### config.mk
export PLATFORM = sky130hd
export DESIGN_NAME = crc16_serial
export DESIGN_NICKNAME = d
export VERILOG_FILES = /design/src/rtl/comm_pkg.sv /design/src/rtl/crc16_serial.sv
export SDC_FILE = /design/constraint.sdc
export NUM_CORES = 1
export LEC_CHECK = 0
export CORE_MARGIN = 5
export CORE_UTILIZATION = 40
export CTS_CLUSTER_SIZE = 8
export DETAILED_ROUTE_END_ITERATION = 10
export PLACE_DENSITY = 0.69
export SLEW_MARGIN = 25
export SYNTH_ARGS = -nofsm -noshare
export SYNTH_HDL_FRONTEND = slang
export SYNTH_SLANG_ARGS = --single-unit
### constraint.sdc
create_clock -name clk_in -period 1.35 [get_ports clk_in]
set_input_delay 0.3375 -clock clk_in [delete_from_list [all_inputs] [get_ports clk_in]]
set_output_delay 0.3375 -clock clk_in [all_outputs]
set_load 0.02 [all_outputs]
### src/rtl/comm_pkg.sv
// Shared packet-format definitions for the board/move link (RX checker and TX framer).
package comm_pkg;

  localparam int PKT_LEN    = 208;
  localparam int BOARD_BITS = 162;
  localparam int CRC_W      = 16;
  localparam int CRC_SPAN   = PKT_LEN - CRC_W;  // bits covered by the CRC

  localparam logic [7:0]  SYNC_BYTE = 8'hA5;
  localparam logic [15:0] CRC_POLY  = 16'h1021;
  localparam logic [15:0] CRC_INIT  = 16'hFFFF;
  localparam logic [7:0]  MOVE_NONE = 8'hFF;

  // Field positions, MSB first on the wire
  localparam int SYNC_MSB  = 207;
  localparam int SYNC_LSB  = 200;
  localparam int SEQ_MSB   = 199;
  localparam int SEQ_LSB   = 192;
  localparam int BOARD_MSB = 191;
  localparam int BOARD_LSB = 30;
  localparam int MOVE_MSB  = 29;
  localparam int MOVE_LSB  = 22;
  localparam int RSVD_MSB  = 21;
  localparam int RSVD_LSB  = 16;
  localparam int CRC_MSB   = 15;
  localparam int CRC_LSB   = 0;

  typedef enum logic [1:0] {
    ERR_NONE = 2'd0,
    ERR_SYNC = 2'd1,
    ERR_RSVD = 2'd2,
    ERR_CRC  = 2'd3
  } err_code_e;

  // One serial CRC-16 step, MSB-first data
  function automatic logic [15:0] crc16_step(input logic [15:0] crc, input logic b);
    logic fb;
    fb = crc[15] ^ b;
    return {crc[14:0], 1'b0} ^ (fb ? CRC_POLY : 16'h0000);
  endfunction

endpackage

### src/rtl/crc16_serial.sv
// Bit-serial CRC-16 register; init reloads the seed, en folds in one bit.
module crc16_serial
  import comm_pkg::*;
(
  input  logic        clk_in,
  input  logic        rst_in,
  input  logic        init,
  input  logic        en,
  input  logic        bit_in,
  output logic [15:0] crc_out
);

  logic [15:0] crc_q;

  // Seed on init, otherwise shift one data bit per enabled cycle
  always_ff @(posedge clk_in or posedge rst_in) begin
    if (rst_in)    crc_q <= CRC_INIT;
    else if (init) crc_q <= CRC_INIT;
    else if (en)   crc_q <= crc16_step(crc_q, bit_in);
  end

  assign crc_out = crc_q;

endmodule

Word level (Yosys, flattened, before mapping). Cells that the tools add are included. W data, S select, Z words.

Mux-type cells: 3. Bitwise gates (word level): 2. Reduce and logical (&&, ||, !) cells: 1.

Operators by type and width (count): $mux W16 (2); $xor A16 B13 Y16 (1); $mux W13 (1); $reduce_bool A2 Y1 (1); $xor A1 B1 Y1 (1).

Flip-flop bits (word level): 16. Output and inout bits: 16. Logic and storage cells: 7.

Depth between registers and ports, before layout. Gate-level depths: netlist (run 1).

Word-level depth: 5. Mapped depth: 3. Gate-level depth less buffers: 2.

Worst setup path before layout (run 1). No wires, ideal clock.

Path type: register to register. Start: register crc_q[4] (netlist: crc_out[4]). End: register crc_q[5] (netlist: crc_out[5]). Data arrival time: 1.267 ns. Data required time: 1.268 ns. Setup slack: 0.002 ns. Cell stages (with the launch flop): 3. Period minus slack after synthesis: 1.348 ns. Path through: dfstp_2 xor3_1 a211o_1.

Word-level cells in the longest chain between the ends: 3.

RTL lines: start: declaration (line crc16_serial.sv:13) `logic [15:0] crc_q;`; start signal: assignment (line crc16_serial.sv:19) `else if (en) crc_q <= crc16_step(crc_q, bit_in);`; $xor A16 B13 Y16 (line comm_pkg.sv:39) `return {crc[14:0], 1'b0} ^ (fb ? CRC_POLY : 16'h0000);`; $mux W16 (line crc16_serial.sv:19); $mux W16 (line crc16_serial.sv:18) `else if (init) crc_q <= CRC_INIT;`.

Every way passes these cells. The select of a mux whose other input is x is not followed. A chain may end at the register's enable or synchronous reset.

Worst setup path in the final report (run 1). Ends and elaborated chain as after synthesis.

==> summary.md, run 1 <==
| Metric | Value |
|---|---|
| Avg Cell Area, Syn | `between 10 and 15 sq um` |
| Slew margin rel. | `86.64%` |
| Placed instance count | `115` |
| Fmax | `between 700 and 800 MHz` |
| Data required, critical path | `1560 ps` |
| DIE AREA | `0.002824 sq mm` |
| Worst-margin pin slew | `200.4 ps` |
| Diodes inserted | `0` |
| Crit path kind | `flop to flop` |
| Core area | `0.001745 sq mm` |
| Initial DRC Count | `1` |
| Switch Pwr | `approximately 270 uW` |
| ANT nets after route | `0` |
| Post-CTS setup buffers | `0` |
| Internal cell power | `784.7 uW` |
| XOR/XNOR Fraction of Synth Area | `7.563%` |
| Final Hold Violating Endpoints | `0` |
| Synth area leader | `dfstp_2` |
| Worst Setup End Kind | `flop` |
| IO Pins | `21` |
| Yosys top cell area share | `56.47%` |
| Gate power share | `25.4%` |
| Area grow syn2layout | `44.03%` |
| GP Congestion | `0.6748` |
| First-pass GRT wire length | `2352 microns` |
| Post-Synth Adder-Cell Area | `0%` |
| Number of max-cap violations | `0` |
| Sw Share | `25.51%` |
| Synth area leaders | `dfstp_2 (56%), a211o_1 (19%), nor2b_1 (13%)` |
| Main combinational cell family by area after synthesis | `compound AO/OA/AOI/OAI gates` |
| Finished Layout Cells | `118` |
| CTS H-tree lvls | `1` |
| Dpl hpwl | `1009 microns` |
| CP arrival | `1540 ps` |
| Final Setup Violations | `0` |
| Skew final | `roughly 2.8 ps` |
| Max reg flops | `16` |
| Hold buffer count at CTS | `0` |
| CTS Sinks | `16` |
| Std-Cell Rows | `15` |
| Hold Slack | `579.1 ps` |
| Largest net degree at the start of global routing | `33` |
| Reg2Reg Setup Slack | `10 ps` |
| Total power | `roughly 1100 uW` |
| CP startpoint kind | `flop` |
| Drt drc | `0` |
| Clock Tree Buf Depth | `2` |
| CTS tree | `built` |
| Synth Flop Type | `dfstp_2` |
| Pwr per Cell Area | `between 900 and 1000 mW/mm^2` |
| Pre-CTS WS | `-344.6 ps` |
| DR pass1 iterations | `3` |
| Root Buffer | `clkbuf_4` |
| Drt wl/cell | `12.03 microns` |
| Syn Std Cell Area | `744.5 sq um` |
| Skew-Pair Late Insertion Delay | `270 ps` |
| Mux contribution to synthesized area | `0%` |
| Critical Path Fanout Max | `2` |
| RSZ-0062 raised after global routing | `true` |
| Ys Warns | `0` |
| Register area share after synthesis | `a little under three fifths` |
| TritonCTS Buffers | `3` |
| Slew Limit Fails | `0` |
| TNS Setup | `0 ps` |
| Ys async rst share | `between 90% and 100%` |
| Reg power frac | `52.6%` |
| Total track usage | `a little under an eighth` |
| # fillers | `157` |
| Complex-gate fraction of the synthesized area | `between 10% and 20%` |
| Die H | `between 50 and 60 microns` |
| Simple-Gate Fraction of Synth Area | `13.45%` |
| Initial Util | `42.65%` |
| Peak supply drop | `0.6418 mV` |
| Status | `completed` |
| Static leakage | `0.0004773 uW` |
| Initial antenna violation count | `0` |
| Gr ovfl total | `0` |
| Synth top cells by count | `a211o_1 (16), dfstp_2 (16), nor2b_1 (16)` |
| Vias per inst | `4.610` |
| Nets | `100` |
| Post-synth cell types | `8` |
| Vias | `544` |
| Clk slew on worst S/H paths | `80 ps` |
| Tmin final | `between 1000 and 1500 ps` |
| Yosys reg bits | `16` |
| Die W | `53.14 microns` |
| Synthesized instance count | `57` |
| EDFF count, synth | `0` |
| Layout cell share with drive strength beyond 1 | `56.99%` |
| Buffers on Ports | `20` |
| Routed WL | `1419 microns` |
| Clk pwr share | `between 20% and 30%` |
| Final setup margin | `13.23 ps` |
| Hold Crit Class | `input pin to async pin` |
| Vias in the first global route | `around 550` |
| Period utilisation layout | `between 90 and 100%` |
| Syn Nets | `62` |
kinds of logic after synthesis:
logic type,after synthesis
xor+xnor,3
compound gates,16
flops,16
simple gates,16
buf+inv,6
power by group through the flow:
stage          clock network [uW]  registers [uW]  logic [uW]
2_1_floorplan                   0             610        97.7
3_3_place_gp                    0             560         287
3_5_place_dp                    0             562         289
4_1_cts                       247             554         258
5_1_grt                       282             560         289
6_report                      231             555         268
stage by stage:
step / util [%] / cell area [sq um]
after global routing: 61.43 / 1072
after floorplan: - / 744.5
after global placement: 63.01 / 1100
after CTS: 59.64 / 1041
final: 61.43 / 1072
after detailed placement: 63.01 / 1100
worst paths after layout:
path	cells past startpoint	from	to
max in group asynchronous	3	rst_in	crc_out[1]
hold reg to reg	1	crc_out[12]	crc_out[13]
setup reg to reg	3	crc_out[4]	crc_out[5]
setup / recovery	3	crc_out[4]	crc_out[5]
min in group clk_in	3	bit_in	crc_out[0]
hold / removal	3	rst_in	crc_out[10]
repair_timing:
| action | CTS | global route |
|---|---|---|
| resized for setup | 65 | 12 |
| setup endpoints to repair | 18 | 13 |
| pin swaps | 1 | 0 |
worst max-delay path, cell delays in order, from the launching register on:
cell	delay, ps
dfstp_2	540
buf_4	100
xor3_1	380
a211o_1	260
cell usage in the layout, fill, tap and decap left out:
| cell type | netlist | final |
|---|---|---|
| nor2b_1 | 16 | 16 |
| buf_4 | 0 | 27 |
| dlygate4sd2_1 | 0 | 1 |
| xor3_1 | 2 | 2 |
| clkbuf_4 | 0 | 3 |
| buf_6 | 0 | 1 |
| dfstp_2 | 16 | 16 |
| inv_1 | 1 | 1 |
| clkdlybuf4s50_1 | 0 | 3 |
| buf_2 | 4 | 5 |
| buf_12 | 0 | 1 |
| xor2_1 | 1 | 1 |
| a211o_1 | 16 | 16 |
final cells by class:
class / instances / area (sq um) / area share [%]
Sequential cell: 16 / 420.4 / 39.21
Timing Repair Buffer: 38 / 297.8 / 27.77
Multi-Input combinational cell: 35 / 296.5 / 27.65
Tap cell: 25 / 31.28 / 2.917
Clock buffer: 3 / 22.52 / 2.100
Inverter: 1 / 3.754 / 0.3501
routing by layer:
metal	part of all wire (%)	track usage, %	up-vias	wire length, microns
li1	-	-	274	-
met1	44	12.81	257	627
met2	49	20.66	11	698
met3	5.5	3.944	2	78
met4	0.99	3.830	0	14
met5	0	0	-	0
Note: power is estimated with default switching activity, not from simulation.
==> inputs of run 2 (changes only) <==
--- a/config.mk
+++ b/config.mk
@@ -7,9 +7,10 @@
 export LEC_CHECK = 0
 export CORE_MARGIN = 5
 export CORE_UTILIZATION = 40
-export CTS_CLUSTER_SIZE = 8
+export CTS_CLUSTER_SIZE = 14
 export DETAILED_ROUTE_END_ITERATION = 10
 export PLACE_DENSITY = 0.69
+export SETUP_SLACK_MARGIN = 0.2
 export SLEW_MARGIN = 25
 export SYNTH_ARGS = -nofsm -noshare
 export SYNTH_HDL_FRONTEND = slang
==> run 2 against run 1 <==
Design area up 12%. Non-clock buffer count up 3. Count of clock-buffer cells in the layout up 1. Critical path type unchanged. Largest cell class unchanged.
==> summary.md, run 2 (synthesis results as in run 1) <==
| Metric | Value |
|---|---|
| Status | `completed (unchanged)` |
| Total track usage | `13.21% (was 11.62%)` |
| Drt drc | `0 (unchanged)` |
| CP arrival | `1570 ps (was 1540 ps)` |
| Nets | `103 (was 100)` |
| Max reg flops | `16 (unchanged)` |
| GP Congestion | `0.6905 (was 0.6748)` |
| Data required, critical path | `1570 ps (was 1560 ps)` |
| Buffers on Ports | `20 (unchanged)` |
| First-pass GRT wire length | `2594 microns (was 2352 microns)` |
| Total power | `1189 uW (was 1054 uW)` |
| ANT nets after route | `0 (unchanged)` |
| DIE AREA | `0.002824 sq mm (unchanged)` |
| Tmin final | `1345 ps (was 1337 ps)` |
| Vias per inst | `4.656 (was 4.610)` |
| IO Pins | `21 (unchanged)` |
| Critical Path Fanout Max | `2 (unchanged)` |
| Clk slew on worst S/H paths | `100 ps (was 80 ps)` |
| CP startpoint kind | `flop (unchanged)` |
| Area grow syn2layout | `60.84% (was 44.03%)` |
| GRT Max-Usage Layer | `met2 (unchanged)` |
| Final setup margin | `5.071 ps (was 13.23 ps)` |
| Drt wl/cell | `13.61 microns (was 12.03 microns)` |
| GRT met1 Usage | `15.58% (was 12.81%)` |
| Largest net degree at the start of global routing | `33 (unchanged)` |
| Crit path kind | `flop to flop (unchanged)` |
| Met2 GRT Util | `20.66% (unchanged)` |
| Pre-CTS WS | `-292.7 ps (was -344.6 ps)` |
| Reg2Reg Setup Slack | `5 ps (was 10 ps)` |
| RSZ-0062 raised after global routing | `true (unchanged)` |
| Period utilisation layout | `99.62% (was 99.02%)` |
| Clock Tree Buf Depth | `2 (unchanged)` |
| TritonCTS Buffers | `3 (unchanged)` |
| Worst-margin pin slew | `242.7 ps (was 200.4 ps)` |
| Finished Layout Cells | `122 (was 118)` |
| Fmax | `743.5 MHz (was 748.1 MHz)` |
| Slew Limit Fails | `0 (unchanged)` |
| CTS H-tree lvls | `1 (unchanged)` |
| Skew final | `3.474 ps (was 2.804 ps)` |
| Multi-input logic area | `296.5 sq um (unchanged)` |
| Vias in the first global route | `596 (was 549)` |
| Static leakage | `0.0005464 uW (was 0.0004773 uW)` |
| Reg-to-Reg Start | `crc_out[15] (was crc_out[4])` |
| Layout cell share with drive strength beyond 1 | `58.76% (was 56.99%)` |
| Slew margin rel. | `83.79% (was 86.64%)` |
| Peak supply drop | `0.5319 mV (was 0.6418 mV)` |
| Skew-Pair Late Insertion Delay | `290 ps (was 270 ps)` |
| Initial Util | `42.65% (unchanged)` |
| CTS tree | `built (unchanged)` |
| FF/Latch Area | `420.4 sq um (unchanged)` |
| Worst Setup End Kind | `flop (unchanged)` |
| Placed instance count | `116 (was 115)` |
| # fillers | `135 (was 157)` |
| Final Setup Violations | `0 (unchanged)` |
| Initial antenna violation count | `0 (unchanged)` |
| Gr ovfl total | `0 (unchanged)` |
| Number of max-cap violations | `0 (unchanged)` |
| Die W | `53.14 microns (unchanged)` |
| Most common cell after layout, fill and taps aside | `buf_4 (unchanged)` |
| Worst setup path startpoint | `crc_out[15] (was crc_out[4])` |
| Pwr per Cell Area | `993.0 mW/mm^2 (was 982.5 mW/mm^2)` |
| Met3 Use GR | `3.662% (was 3.944%)` |
| Dpl hpwl | `1020 microns (was 1009 microns)` |
| Routed WL | `1661 microns (was 1419 microns)` |
| Commonest cells after routing, fill and taps aside | `buf_4 (19), nor2b_1 (16), a211o_1 (16), dfstp_2 (16), buf_6 (16) (was buf_4 (27), nor2b_1 (16), a211o_1 (16), dfstp_2 (16), buf_2 (5))` |
| Die H | `53.14 microns (unchanged)` |
| Core area | `0.001745 sq mm (unchanged)` |
| Hold Crit Class | `input pin to async pin (unchanged)` |
| Diodes inserted | `0 (unchanged)` |
| Initial DRC Count | `7 (was 1)` |
| Root Buffer | `clkbuf_4 (unchanged)` |
| DR pass1 iterations | `4 (was 3)` |
| CTS Sinks | `16 (unchanged)` |
| Final Hold Violating Endpoints | `0 (unchanged)` |
| Std-Cell Rows | `15 (unchanged)` |
| Vias | `568 (was 544)` |
run 2: where the power goes:
group / leakage, uW / internal (uW) / total [uW] / switching [uW]
logic: 0.000357 / 180 / 308 / 128
clock network: 0.0000210 / 164 / 319 / 155
registers: 0.000169 / 537 / 562 / 24.6
total: 0.000546 / 881 / 1190 / 308
run 2: cell type report:
class / count / area share, %
sequential: 16 / 35.11
timing repair buffer: 41 / 34.17
multi-input combinational: 35 / 24.76
clock buffer: 4 / 3.030
tap: 25 / 2.612
inverter: 1 / 0.3135
run 2: metrics by stage:
step / hold WS, ps / utilization (%) / area [sq um] / setup TNS, ps
6_report: 561.9 / 68.60 / 1197 / 0
5_1_grt: 580.5 / 68.60 / 1197 / -56.87
4_1_cts: 564.6 / 66.67 / 1164 / 0
3_5_place_dp: 623.6 / 63.44 / 1107 / -3418
3_3_place_gp: 612.9 / 63.44 / 1107 / -3070
2_1_floorplan: 552.0 / - / 744.5 / 0
run 2: routing by layer:
layer	vias to the layer above	routed length, microns	part of all wire (%)
met3	2	86	5.2
met1	267	803	48
met5	-	0	0
li1	281	-	-
met2	18	751	45
met4	0	19	1.1
run 2: critical path: stages (launching register included):
cell and delay [ps]:
dfstp_2 550, buf_6 90, xor3_1 380, a211o_1 260
run 2: worst paths after layout:
check                                   end  depth (start not counted)
worst min register to register   crc_out[6]                          1
max in group asynchronous        crc_out[8]                          3
min in group clk_in             crc_out[14]                          3
worst max-delay path             crc_out[5]                          3
worst min-delay path            crc_out[14]                          3
worst max register to register   crc_out[5]                          3
run 2: timing repair:
item,in CTS,in global routing
hold buffers,0,0
cloned,0,1
setup endpoints to repair,19,22
gates resized for setup,95,3
pin swaps,3,0
buffers inserted,1,0
==> inputs of run 3 (changes only) <==
--- a/config.mk
+++ b/config.mk
@@ -5,10 +5,10 @@
 export SDC_FILE = /design/constraint.sdc
 export NUM_CORES = 1
 export LEC_CHECK = 0
-export CORE_MARGIN = 5
 export CORE_UTILIZATION = 40
 export CTS_CLUSTER_SIZE = 14
 export DETAILED_ROUTE_END_ITERATION = 10
+export GPL_ROUTABILITY_DRIVEN = 0
 export PLACE_DENSITY = 0.69
 export SETUP_SLACK_MARGIN = 0.2
 export SLEW_MARGIN = 25
==> run 3 against run 2 <==
The run now ends with negative setup slack left. Sequential power about the same. Clock power shrank 3%. Hold slack improved by 15 ps. Maximum frequency fell by 1.6%. Global-route usage grew 1.8 points. Non-clock buffer count did not move. Worst setup slack lost 22 ps.
==> summary.md, run 3 (synthesis results as in run 1) <==
| Metric | Value |
|---|---|
| CP Cell Sequence | `buf_6 -> xor3_1 -> a211o_1 (unchanged)` |
| Worst path max stage delay | `540 ps (was 550 ps)` |
| Hold Slack | `577.3 ps (was 561.9 ps)` |
| ANT nets after route | `0 (unchanged)` |
| Final setup margin | `-17.40 ps (was 5.071 ps)` |
| Reg-to-Reg End | `crc_out[5] (unchanged)` |
| TNS Setup | `-17.40 ps (was 0 ps)` |
| Pwr per Cell Area | `997.1 mW/mm^2 (was 993.0 mW/mm^2)` |
| Tmin final | `1367 ps (was 1345 ps)` |
| Vias per inst | `4.516 (was 4.656)` |
| Worst-margin pin slew | `207.4 ps (was 242.7 ps)` |
| Worst Setup End Kind | `flop (unchanged)` |
| Die W | `45.14 microns (was 53.14 microns)` |
| Design Area, Final | `0.001175 sq mm (was 0.001197 sq mm)` |
| CTS H-tree lvls | `1 (unchanged)` |
| Slew Limit Fails | `0 (unchanged)` |
| RSZ-0062 raised after global routing | `true (unchanged)` |
| DIE AREA | `0.002038 sq mm (was 0.002824 sq mm)` |
| Static leakage | `0.0005278 uW (was 0.0005464 uW)` |
| Period utilisation layout | `101.3% (was 99.62%)` |
| Hold Crit Class | `input pin to async pin (unchanged)` |
| Placed Instance Area | `0.001107 sq mm (unchanged)` |
| Failing checks | `negative setup slack` |
| DR pass1 iterations | `3 (was 4)` |
| Reg power frac | `47.9% (was 47.3%)` |
| Status | `complete, but fails checks (was completed)` |
| Crit path kind | `flop to flop (unchanged)` |
| Gate power share | `25.6% (was 25.9%)` |
| R2r worst-path depth | `3 (unchanged)` |
| Switch Pwr | `295.4 uW (was 307.6 uW)` |
| IO Pins | `21 (unchanged)` |
| Reg-to-Reg Start | `crc_out[15] (unchanged)` |
| Area grow syn2layout | `57.82% (was 60.84%)` |
| Crit-path slowest cell | `dfstp_2 (unchanged)` |
| Initial DRC Count | `7 (unchanged)` |
| CP arrival | `1580 ps (was 1570 ps)` |
| Max reg flops | `16 (unchanged)` |
| Drt wl/cell | `11.44 microns (was 13.61 microns)` |
| Number of max-cap violations | `0 (unchanged)` |
| Die H | `45.14 microns (was 53.14 microns)` |
| Peak supply drop | `0.5788 mV (was 0.5319 mV)` |
| Critical Path Fanout Max | `2 (unchanged)` |
| Initial antenna violation count | `0 (unchanged)` |
| Routed WL | `1396 microns (was 1661 microns)` |
| CP startpoint kind | `flop (unchanged)` |
| Internal cell power | `876.2 uW (was 881.4 uW)` |
| Gr ovfl total | `0 (unchanged)` |
| Most common cell after layout, fill and taps aside | `buf_4 (unchanged)` |
| CTS tree | `built (unchanged)` |
| Fmax | `731.3 MHz (was 743.5 MHz)` |
| Root Buffer | `clkbuf_4 (unchanged)` |
| TritonCTS Buffers | `3 (unchanged)` |
| Sw Share | `25.21% (was 25.87%)` |
| Dpl hpwl | `904.7 microns (was 1020 microns)` |
| Slew margin rel. | `86.17% (was 83.79%)` |
| Total track usage | `15.03% (was 13.21%)` |
| Core area | `0.001727 sq mm (was 0.001745 sq mm)` |
| Final Hold Violating Endpoints | `0 (unchanged)` |
| CTS Sinks | `16 (unchanged)` |
| Commonest cells after routing, fill and taps aside | `buf_4 (19), nor2b_1 (16), a211o_1 (16), dfstp_2 (16), buf_6 (16) (unchanged)` |
| Data required, critical path | `1570 ps (about the same)` |
| Skew-Pair Late Insertion Delay | `280 ps (was 290 ps)` |
| First-pass GRT wire length | `2145 microns (was 2594 microns)` |
| Std-Cell Rows | `15 (unchanged)` |
| Buffers on Ports | `20 (unchanged)` |
| Diodes inserted | `0 (unchanged)` |
| Largest net degree at the start of global routing | `33 (unchanged)` |
| Final Util | `68.04% (was 68.60%)` |
| Layout cell share with drive strength beyond 1 | `58.76% (unchanged)` |
| Clk pwr share | `26.5% (was 26.9%)` |
| Clk slew on worst S/H paths | `90 ps (was 100 ps)` |
| Vias | `551 (was 568)` |
| Clock Tree Buf Depth | `2 (unchanged)` |
| Final Setup Violations | `1 (was 0)` |
| Initial Util | `43.12% (was 42.65%)` |
| Vias in the first global route | `480 (was 596)` |
| Nets | `103 (unchanged)` |
| Drt drc | `0 (unchanged)` |
| Skew final | `1.390 ps (was 3.474 ps)` |
| Reg2Reg Setup Slack | `-20 ps (was 5 ps)` |
## run 3: changes by cell type in the layout (fill, tap and decap cells not counted), sizes merged
cell,previous run,this run
clkdlybuf4s50,2,3
dlymetal6s2s,1,0
buf,36,37
clkbuf,5,4
## run 3: cell type report
cell class	count	area, sq um
Clock buffer	4	36.28
Fill cell	140	551.8
Inverter	1	3.754
Multi-Input combinational cell	35	296.5
Sequential cell	16	420.4
Tap cell	25	31.28
Timing Repair Buffer	41	386.6
## run 3: critical path: cells and delay by family (launching register included)
| kind | cells | cell delay, ps |
|---|---|---|
| buffers and inverters | 1 | 90 |
| XOR/XNOR | 1 | 400 |
| AO/OA/AOI/OAI | 1 | 270 |
| flip-flops | 1 | 540 |
## run 3: how the worst max path moves through the flow
stage / startpoint / end / slack, ps / cells past startpoint
floorplan: crc_out[4] / crc_out[5] / 2 / 2
global placement: bit_in / crc_out[12] / -270 / 3
detailed placement: bit_in / crc_out[12] / -270 / 3
CTS: crc_out[15] / crc_out[5] / -20 / 3
global route: crc_out[15] / crc_out[5] / -60 / 3
finish: crc_out[15] / crc_out[5] / -20 / 3
## run 3: repair_timing
action                                  CTS  global route
pin swaps                                 3             0
hold buffers                              0             0
endpoints found under the setup margin   19            32
setup buffers                             2             0
resized for setup                        96             0
## run 3: metal layers
metal  vias up  GRT usage, %  part of all wire (%)
met5         -             0                     0
met4         0         9.091                  0.86
met3         2         2.400                   4.2
met2        13         21.74                    46
met1       255         21.08                    49
li1        281             -                     -
## run 3: metrics by stage
step                      power, uW  instances  worst slack (ps)
final                          1172        122            -17.40
after global routing           1226        122            -57.46
after CTS                      1189        122            -24.65
after detailed placement      852.4        116            -266.2
after global placement        848.4        116            -270.4
after floorplan               707.5         57             1.631
## run 3: power groups by stage
stage                     combinational [uW]  clock, uW  sequential (uW)
after floorplan                         97.8          0              610
after global placement                   288          0              560
after detailed placement                 292          0              561
after CTS                                303        325              561
after global routing                     320        341              565
final                                    300        311              561
